`src/rtl/axi_pkg.sv`:
```
// axi_pkg: shared AXI read-channel constants and read FSM state type
package axi_pkg;
  localparam logic [1:0] RESP_OKAY   = 2'b00;
  localparam logic [1:0] RESP_SLVERR = 2'b10;
  localparam logic [1:0] BURST_FIXED = 2'b00;
  localparam logic [1:0] BURST_INCR  = 2'b01;
  localparam logic [1:0] BURST_WRAP  = 2'b10;
  localparam logic [2:0] SIZE_4B     = 3'b010;
  typedef enum logic {IDLE, BURST} rd_state_t;
endpackage

```
`src/rtl/axi_mem_read_slave_if.sv`:
```
// axi_mem_read_slave_if: AXI4 AR and R channel bundle with master/slave views
// ports: AR (valid/ready/addr/len/size/burst/id), R (valid/ready/data/resp/last/id)
interface axi_mem_read_slave_if #(
  parameter int ADDR_WIDTH = 32,
  parameter int DATA_WIDTH = 32,
  parameter int ID_WIDTH   = 4
);
  logic                  s_arvalid;
  logic                  s_arready;
  logic [ADDR_WIDTH-1:0] s_araddr;
  logic [7:0]            s_arlen;
  logic [2:0]            s_arsize;
  logic [1:0]            s_arburst;
  logic [ID_WIDTH-1:0]   s_arid;
  logic                  s_rvalid;
  logic                  s_rready;
  logic [DATA_WIDTH-1:0] s_rdata;
  logic [1:0]            s_rresp;
  logic                  s_rlast;
  logic [ID_WIDTH-1:0]   s_rid;
  modport slave (
    input  s_arvalid, s_araddr, s_arlen, s_arsize, s_arburst, s_arid, s_rready,
    output s_arready, s_rvalid, s_rdata, s_rresp, s_rlast, s_rid
  );
  modport master (
    output s_arvalid, s_araddr, s_arlen, s_arsize, s_arburst, s_arid, s_rready,
    input  s_arready, s_rvalid, s_rdata, s_rresp, s_rlast, s_rid
  );
endinterface

```
`src/rtl/axi_mem_read_slave.sv`:
```
// axi_mem_read_slave: AXI4 burst read slave driving a combinational memory read port
// ports: clk, rst_n (async active-low), bus (AXI AR/R slave view),
//        mem_addr (byte address of the current beat), mem_rd (same-cycle read data)
module axi_mem_read_slave
  import axi_pkg::*;
#(
  parameter int ADDR_WIDTH      = 32,
  parameter int DATA_WIDTH      = 32,
  parameter int ADDR_REAL_WIDTH = 18,
  parameter int ID_WIDTH        = 4
) (
  input  logic                  clk,
  input  logic                  rst_n,
  axi_mem_read_slave_if.slave   bus,
  output logic [ADDR_WIDTH-1:0] mem_addr,
  input  logic [DATA_WIDTH-1:0] mem_rd
);
  rd_state_t           state;
  logic [7:0]          len;
  logic [7:0]          beat;
  logic                fixed;
  logic                err;
  logic [ID_WIDTH-1:0] id;
  logic                load;
  logic                bad;
  assign load = state == BURST && (!bus.s_rvalid || bus.s_rready);
  // beats addressed beyond the memory, or of an unsupported request, return SLVERR
  assign bad  = err || |mem_addr[ADDR_WIDTH-1:ADDR_REAL_WIDTH+2];
  always_ff @(posedge clk or negedge rst_n) begin
    if (!rst_n) begin
      state         <= IDLE;
      bus.s_arready <= 1'b0;
      bus.s_rvalid  <= 1'b0;
      bus.s_rdata   <= '0;
      bus.s_rresp   <= RESP_OKAY;
      bus.s_rlast   <= 1'b0;
      bus.s_rid     <= '0;
      mem_addr      <= '0;
      len           <= '0;
      beat          <= '0;
      fixed         <= 1'b0;
      err           <= 1'b0;
      id            <= '0;
    end else begin
      // a beat consumed with no replacement empties the R register; a load below overrides
      if (bus.s_rready) bus.s_rvalid <= 1'b0;
      if (state == IDLE) begin
        bus.s_arready <= 1'b1;
        if (bus.s_arvalid && bus.s_arready) begin
          mem_addr      <= bus.s_araddr & ~ADDR_WIDTH'(3);
          len           <= bus.s_arlen;
          fixed         <= bus.s_arburst == BURST_FIXED;
          err           <= bus.s_arsize != SIZE_4B || bus.s_arburst == BURST_WRAP || bus.s_arburst == 2'b11;
          id            <= bus.s_arid;
          beat          <= '0;
          bus.s_arready <= 1'b0;
          state         <= BURST;
        end
      end else if (load) begin
        bus.s_rvalid <= 1'b1;
        bus.s_rdata  <= bad ? '0 : mem_rd;
        bus.s_rresp  <= bad ? RESP_SLVERR : RESP_OKAY;
        bus.s_rlast  <= beat == len;
        bus.s_rid    <= id;
        beat         <= beat + 8'd1;
        mem_addr     <= fixed ? mem_addr : mem_addr + ADDR_WIDTH'(4);
        if (beat == len) begin
          state         <= IDLE;
          bus.s_arready <= 1'b1;
        end
      end
    end
  end
endmodule

```
`src/flat_wrapper.sv`:
```
// flat-port wrapper written by rule: the top's interface ports become plain ports
module axi_mem_read_slave_flat import axi_pkg::*;
#(
  parameter int ADDR_WIDTH      = 32,
  parameter int DATA_WIDTH      = 32,
  parameter int ADDR_REAL_WIDTH = 18,
  parameter int ID_WIDTH        = 4
)
  (clk, rst_n, mem_addr, mem_rd, bus_s_arvalid, bus_s_araddr, bus_s_arlen, bus_s_arsize, bus_s_arburst, bus_s_arid, bus_s_rready, bus_s_arready, bus_s_rvalid, bus_s_rdata, bus_s_rresp, bus_s_rlast, bus_s_rid);
  axi_mem_read_slave_if #(.ADDR_WIDTH(ADDR_WIDTH), .DATA_WIDTH(DATA_WIDTH), .ID_WIDTH(ID_WIDTH)) bus_i ();
  input  logic clk;
  input  logic rst_n;
  output logic [ADDR_WIDTH-1:0] mem_addr;
  input  logic [DATA_WIDTH-1:0] mem_rd;
  input wire logic [$bits(bus_i.s_arvalid)-1:0] bus_s_arvalid;
  input wire logic [$bits(bus_i.s_araddr)-1:0] bus_s_araddr;
  input wire logic [$bits(bus_i.s_arlen)-1:0] bus_s_arlen;
  input wire logic [$bits(bus_i.s_arsize)-1:0] bus_s_arsize;
  input wire logic [$bits(bus_i.s_arburst)-1:0] bus_s_arburst;
  input wire logic [$bits(bus_i.s_arid)-1:0] bus_s_arid;
  input wire logic [$bits(bus_i.s_rready)-1:0] bus_s_rready;
  output wire logic [$bits(bus_i.s_arready)-1:0] bus_s_arready;
  output wire logic [$bits(bus_i.s_rvalid)-1:0] bus_s_rvalid;
  output wire logic [$bits(bus_i.s_rdata)-1:0] bus_s_rdata;
  output wire logic [$bits(bus_i.s_rresp)-1:0] bus_s_rresp;
  output wire logic [$bits(bus_i.s_rlast)-1:0] bus_s_rlast;
  output wire logic [$bits(bus_i.s_rid)-1:0] bus_s_rid;
  assign bus_i.s_arvalid = bus_s_arvalid;
  assign bus_i.s_araddr = bus_s_araddr;
  assign bus_i.s_arlen = bus_s_arlen;
  assign bus_i.s_arsize = bus_s_arsize;
  assign bus_i.s_arburst = bus_s_arburst;
  assign bus_i.s_arid = bus_s_arid;
  assign bus_i.s_rready = bus_s_rready;
  assign bus_s_arready = bus_i.s_arready;
  assign bus_s_rvalid = bus_i.s_rvalid;
  assign bus_s_rdata = bus_i.s_rdata;
  assign bus_s_rresp = bus_i.s_rresp;
  assign bus_s_rlast = bus_i.s_rlast;
  assign bus_s_rid = bus_i.s_rid;
  axi_mem_read_slave #(.ADDR_WIDTH(ADDR_WIDTH), .DATA_WIDTH(DATA_WIDTH), .ADDR_REAL_WIDTH(ADDR_REAL_WIDTH), .ID_WIDTH(ID_WIDTH)) u_core (.clk(clk), .rst_n(rst_n), .bus(bus_i), .mem_addr(mem_addr), .mem_rd(mem_rd));
endmodule
```
`config.mk`:
```
export PLATFORM = sky130hd
export DESIGN_NAME = axi_mem_read_slave_flat
export DESIGN_NICKNAME = d
export VERILOG_FILES = /design/src/rtl/axi_pkg.sv /design/src/rtl/axi_mem_read_slave_if.sv /design/src/rtl/axi_mem_read_slave.sv /design/src/flat_wrapper.sv
export SDC_FILE = /design/constraint.sdc
export NUM_CORES = 1
export LEC_CHECK = 0
export ABC_AREA = 0
export ABC_CLOCK_PERIOD_IN_PS = 3200
export CAP_MARGIN = 20
export CELL_PAD_IN_SITES_DETAIL_PLACEMENT = 0
export CELL_PAD_IN_SITES_GLOBAL_PLACEMENT = 1
export CORE_ASPECT_RATIO = 2
export CORE_UTILIZATION = 36
export CTS_CLUSTER_SIZE = 10
export DETAILED_ROUTE_END_ITERATION = 8
export PLACE_DENSITY_LB_ADDON = 0.1
export SETUP_SLACK_MARGIN = 0.4
export SLEW_MARGIN = 10
export SYNTH_ARGS = -nofsm -noshare
export SYNTH_HDL_FRONTEND = slang
export SYNTH_SLANG_ARGS = --single-unit
```
`constraint.sdc`:
```
create_clock -name clk -period 3.2 [get_ports clk]
set_clock_uncertainty 0.2 [all_clocks]
set_input_delay 0.64 -clock clk [delete_from_list [all_inputs] [get_ports clk]]
set_output_delay 0.64 -clock clk [all_outputs]
set_load 0.01 [all_outputs]
```
Word level (Yosys, flattened, before mapping) --
Cells that the tools add are included.
Storage, ports and cells: register bits after elaboration 96, input port bits 85
Cells by class: mux-type cells 20, bitwise logic cells 1, reduce and logical (&&, ||, !) cells 15, equality and inequality tests 7, add/sub/neg operators 2
Operators by type and width (number):
- 32-bit 2-to-1 mux | 5
- 32-bit by 3-bit adder with 32-bit output, second input constant | 1
- 8-bit 2-to-1 mux | 3
- 12-bit OR reduction | 1
- 1-bit 2-to-1 mux | 11
- 8-bit by 1-bit adder with 8-bit output, second input constant | 1
- 8-bit == test | 1
- 2-bit AND reduction | 4
- 2-bit != test, second input constant | 3
- 2-bit == test, second input constant | 2
- 1-bit logical OR | 4
- 3-bit by 2-bit != test with 1-bit output, second input constant | 1
- 3-bit AND reduction | 1
- 1-bit logical AND | 2
- 2-bit logical NOT | 1
- 2-bit 2-to-1 mux | 1
- 2-bit nonzero test | 1
- 1-bit logical NOT | 1
- 1-bit NOT | 1

Longest topological paths before layout --
depth after elaboration 5, depth in mapped cells 7, depth with buffers taken out 6

Worst setup path after synthesis --
Ideal clock, no wire load.
path type reg2reg, start point reg u_core.mem_addr[2], end point reg u_core.mem_addr[30], data arrival time 1.735 ns, path buffers 0, cell stages (with the launch flop) 7, required time 2.930 ns, period minus slack after synthesis 2.005 ns, path slack 1.195 ns, setup time 0.070 ns, path through dfrtp_1 ha_1 nand3_1 nor2_4 nand2_2 or4_1 nand3_1
Between the ends: longest elaborated chain between the ends 4
RTL lines:
- start, declared | line axi_mem_read_slave.sv:15 | output logic [ADDR_WIDTH-1:0] mem_addr,
- start signal, assigned | line axi_mem_read_slave.sv:50 | mem_addr <= bus.s_araddr & ~ADDR_WIDTH'(3);
- start signal, assigned | line axi_mem_read_slave.sv:66 | mem_addr <= fixed ? mem_addr : mem_addr + ADDR_WIDTH'(4);
- 32-bit by 3-bit adder with 32-bit output | line axi_mem_read_slave.sv:66
- 32-bit 2-to-1 mux | line axi_mem_read_slave.sv:66
- 32-bit 2-to-1 mux | line axi_mem_read_slave.sv:59 | end else if (load) begin
- 32-bit 2-to-1 mux | line axi_mem_read_slave.sv:47 | if (state == IDLE) begin
No other way between the ends. The select of a mux whose other input is x is not followed. A chain may end at the register's enable or synchronous reset.

Worst setup path after layout --
Ends and elaborated chain as after synthesis.

==> results.yml <==
route:
  drcViolationCount: 0
  wire_per_inst_um: 18.2
  ant_nets: 0
  vias_per_cell: 5.40
  first_pass_iters: 4
  routed_wl_um: 13700
  routed-via-count: 4062
  drt-initial-drc-count: 194
synth:
  async_flop_share_pct: 100
  syn_area_per_cell_um2: 9.89
  synth.distinct_cells: 48
  ys.flop_type: "dfrtp_1"
  synthesis.area_um2: 4430
  yosys_register_bits: 93
  synth_edf_count: 0
  ys_seq_area_share_pct: 52.5
  yosysWarnings: 0
  synth_cells: 448
clock_network:
  clock_sinks: 93
  post_cts_buffers: 0
  clkLatencyLatePin_ps: 340
  cts_resized: 0
  cts_max_path_buffers: 2
  clockRootBuffer: "clkbuf_16"
  cts_tree: "built"
  h-tree-depth: 3
  cts_hold_buffers: 0
  clkTransAtPathRegs_ps: 60
  cts_buffers: 9
pwr:
  totalPowerFinal_uw: 4670
  peakVddDrop_uv: 393
  power.leakage_uw: 0.00282
  pwr_density_cell_nw_per_um2: 726
global_route:
  grt_pass1_wl_um: 21700
  grtUsageTotal_pct: 22.4
  grt_start_max_net_pins: 59
  grt_pass1_vias: 4179
  antenna_found_initial: 0
  grt_overflow_total: 0
die:
  die_area_um2: 12800
  initial_utilization_pct: 36.8
  core_um2: 12100
  pin_count: 158
  die_h_um: 159
  rows: 57
  die_x_um: 80.5
finish:
  area_growth_pct: 45.1
  diodes: 0
  layout.nets: 688
  seqCellArea_um2: 2330
  drive_gt1_share_pct: 7.44
  fillerInstances: 1144
  multi_input_area_um2: 1960
worst_setup_path:
  cp_max_fo: 10
  setup.worst_path.class: "reg -> reg"
  critPathLaunchType: "flip-flop"
  worstSetupEndpointType: "flip-flop"
  critical_path_required_ps: 3270
  cp.arrival_ps: 2500
placed_design:
  gp_congestion: 0.837
  dp_slack_ps: 678
  portBuffers: 152
  post-dp-hpwl_um: 9980
timing:
  finalSetupTns_ps: 0
  hold_violations: 0
  fin_crit_sh_pct: 75.8
  min_period_ps: 2430
  fmax_mhz: 412
  tightest_slew_ps: 578
  worst_slack_ps: 773
  rsz0062_at_grt: "no"
  setup_viol: 0
  slew_viol_final: 0
  relSlewSlack_pct: 61.1
hold_path:
  hold_path.class: "in -> async"
run_status:
  status: "finished clean"
flow_run:
  drv_cap: 0
## sequential cells by signal (all words and copies together) (netlist names)
signal	cells
u_core.fixed	1
u_core.err	1
u_core.bus.s_arready	1
u_core.mem_addr	30
u_core.bus.s_rvalid	1
u_core.beat	8
u_core.bus.s_rlast	1
u_core.id	4
u_core.bus.s_rresp	1
u_core.bus.s_rid	4
u_core.len	8
u_core.state	1
u_core.bus.s_rdata	32
## logic make-up (layout without fill, tap and decap cells)
family,after synthesis,count (layout),share of synthesized area (%)
AO/OA/AOI/OAI,116,116,17.8
XOR/XNOR,8,8,1.58
adder cells (fa/ha/maj),2,2,0.565
buffers and inverters,30,185,3.47
flip-flops,93,93,52.5
multiplexers,16,16,3.61
other,1,3,0.0846
AND/OR/NAND/NOR,182,182,20.4
## metrics by stage
stage,utilization [%],cell area [um2],instances,hold WS [ps]
finish,53.3,6430,752,50.9
CTS,53.3,6430,752,66.4
global placement,50.8,6130,737,258
detailed placement,50.8,6130,737,260
global route,53.3,6430,752,88.2
floorplan,-,4440,450,144
## area by class of cell
cell class	instances	area share [%]
flip-flops and latches	93	36.2
multi-input cells	327	30.5
repair buffers	167	25.6
clock buffers	11	3.93
well taps	147	2.86
clock inverters	4	0.740
inverters	3	0.175
## report_power, final
group          internal, uW  total, uW  switching [uW]
sequential             1450       1780             330
combinational           824       1800             975
clock                   642       1090             448
total                  2910       4670            1750
## Yosys cell counts (all sizes together) (9+ instances only)
cell type | instances | area share [%]
a21oi | 28 | 3.2
a22o | 33 | 6.5
buf | 13 | 2.0
clkbuf | 14 | 1.2
dfrtp | 93 | 53
mux2i | 16 | 3.6
nand2 | 83 | 7.1
nand3 | 28 | 3.2
nand4 | 13 | 2.3
nor2 | 23 | 2.2
nor3 | 9 | 1.3
o21ai | 16 | 1.8
o22ai | 20 | 2.8
## cell usage in the layout (no fill, tap or decap), types with 2 or more instances in the layout
master,count
clkdlybuf4s50_1,151
dfrtp_1,93
nand2_1,82
a22o_1,33
nand3_1,28
a21oi_1,28
nor2_1,21
o22ai_1,20
mux2i_1,16
o21ai_0,15
buf_4,15
nand4_1,11
clkbuf_16,9
xor2_1,8
nor3_1,8
and3_1,7
nor4_1,5
o211ai_1,4
nand2b_1,3
inv_1,3
nor2b_1,3
a22oi_1,3
o21a_1,3
conb_1,3
nand3b_1,2
o311ai_0,2
a31o_2,2
ha_1,2
clkinv_2,2
clkbuf_8,2
## per-layer routing
layer | vias to the layer above | global-route usage [%] | part of all wire [%]
li1 | 1937 | - | -
met1 | 1979 | 24.4 | 37
met2 | 123 | 41.2 | 56
met3 | 23 | 3.85 | 4.2
met4 | 0 | 9.01 | 2.5
met5 | - | 0 | 0
## final timing paths
kind                       depth (start not counted)  slack (ps)               endpoint          startpoint
hold / removal                                     1          50    u_core.mem_addr[19]               rst_n
hold reg to reg                                    2         270    u_core.bus.s_rid[3]        u_core.id[3]
setup / recovery                                   6         770    u_core.mem_addr[30]  u_core.mem_addr[2]
max in group asynchronous                          2        2070  u_core.bus.s_rdata[7]               rst_n
setup reg to reg                                   6         770    u_core.mem_addr[30]  u_core.mem_addr[2]
min in group clk                                   2         270    u_core.bus.s_rid[3]        u_core.id[3]
## critical path: stages (launching register included)
cell and delay (ps):
dfrtp_1 460, ha_1 270, nand3_1 350, nor2_4 390, nand2_2 80, or4_1 510, nand3_1 90
(Power assumes the default switching activity.)
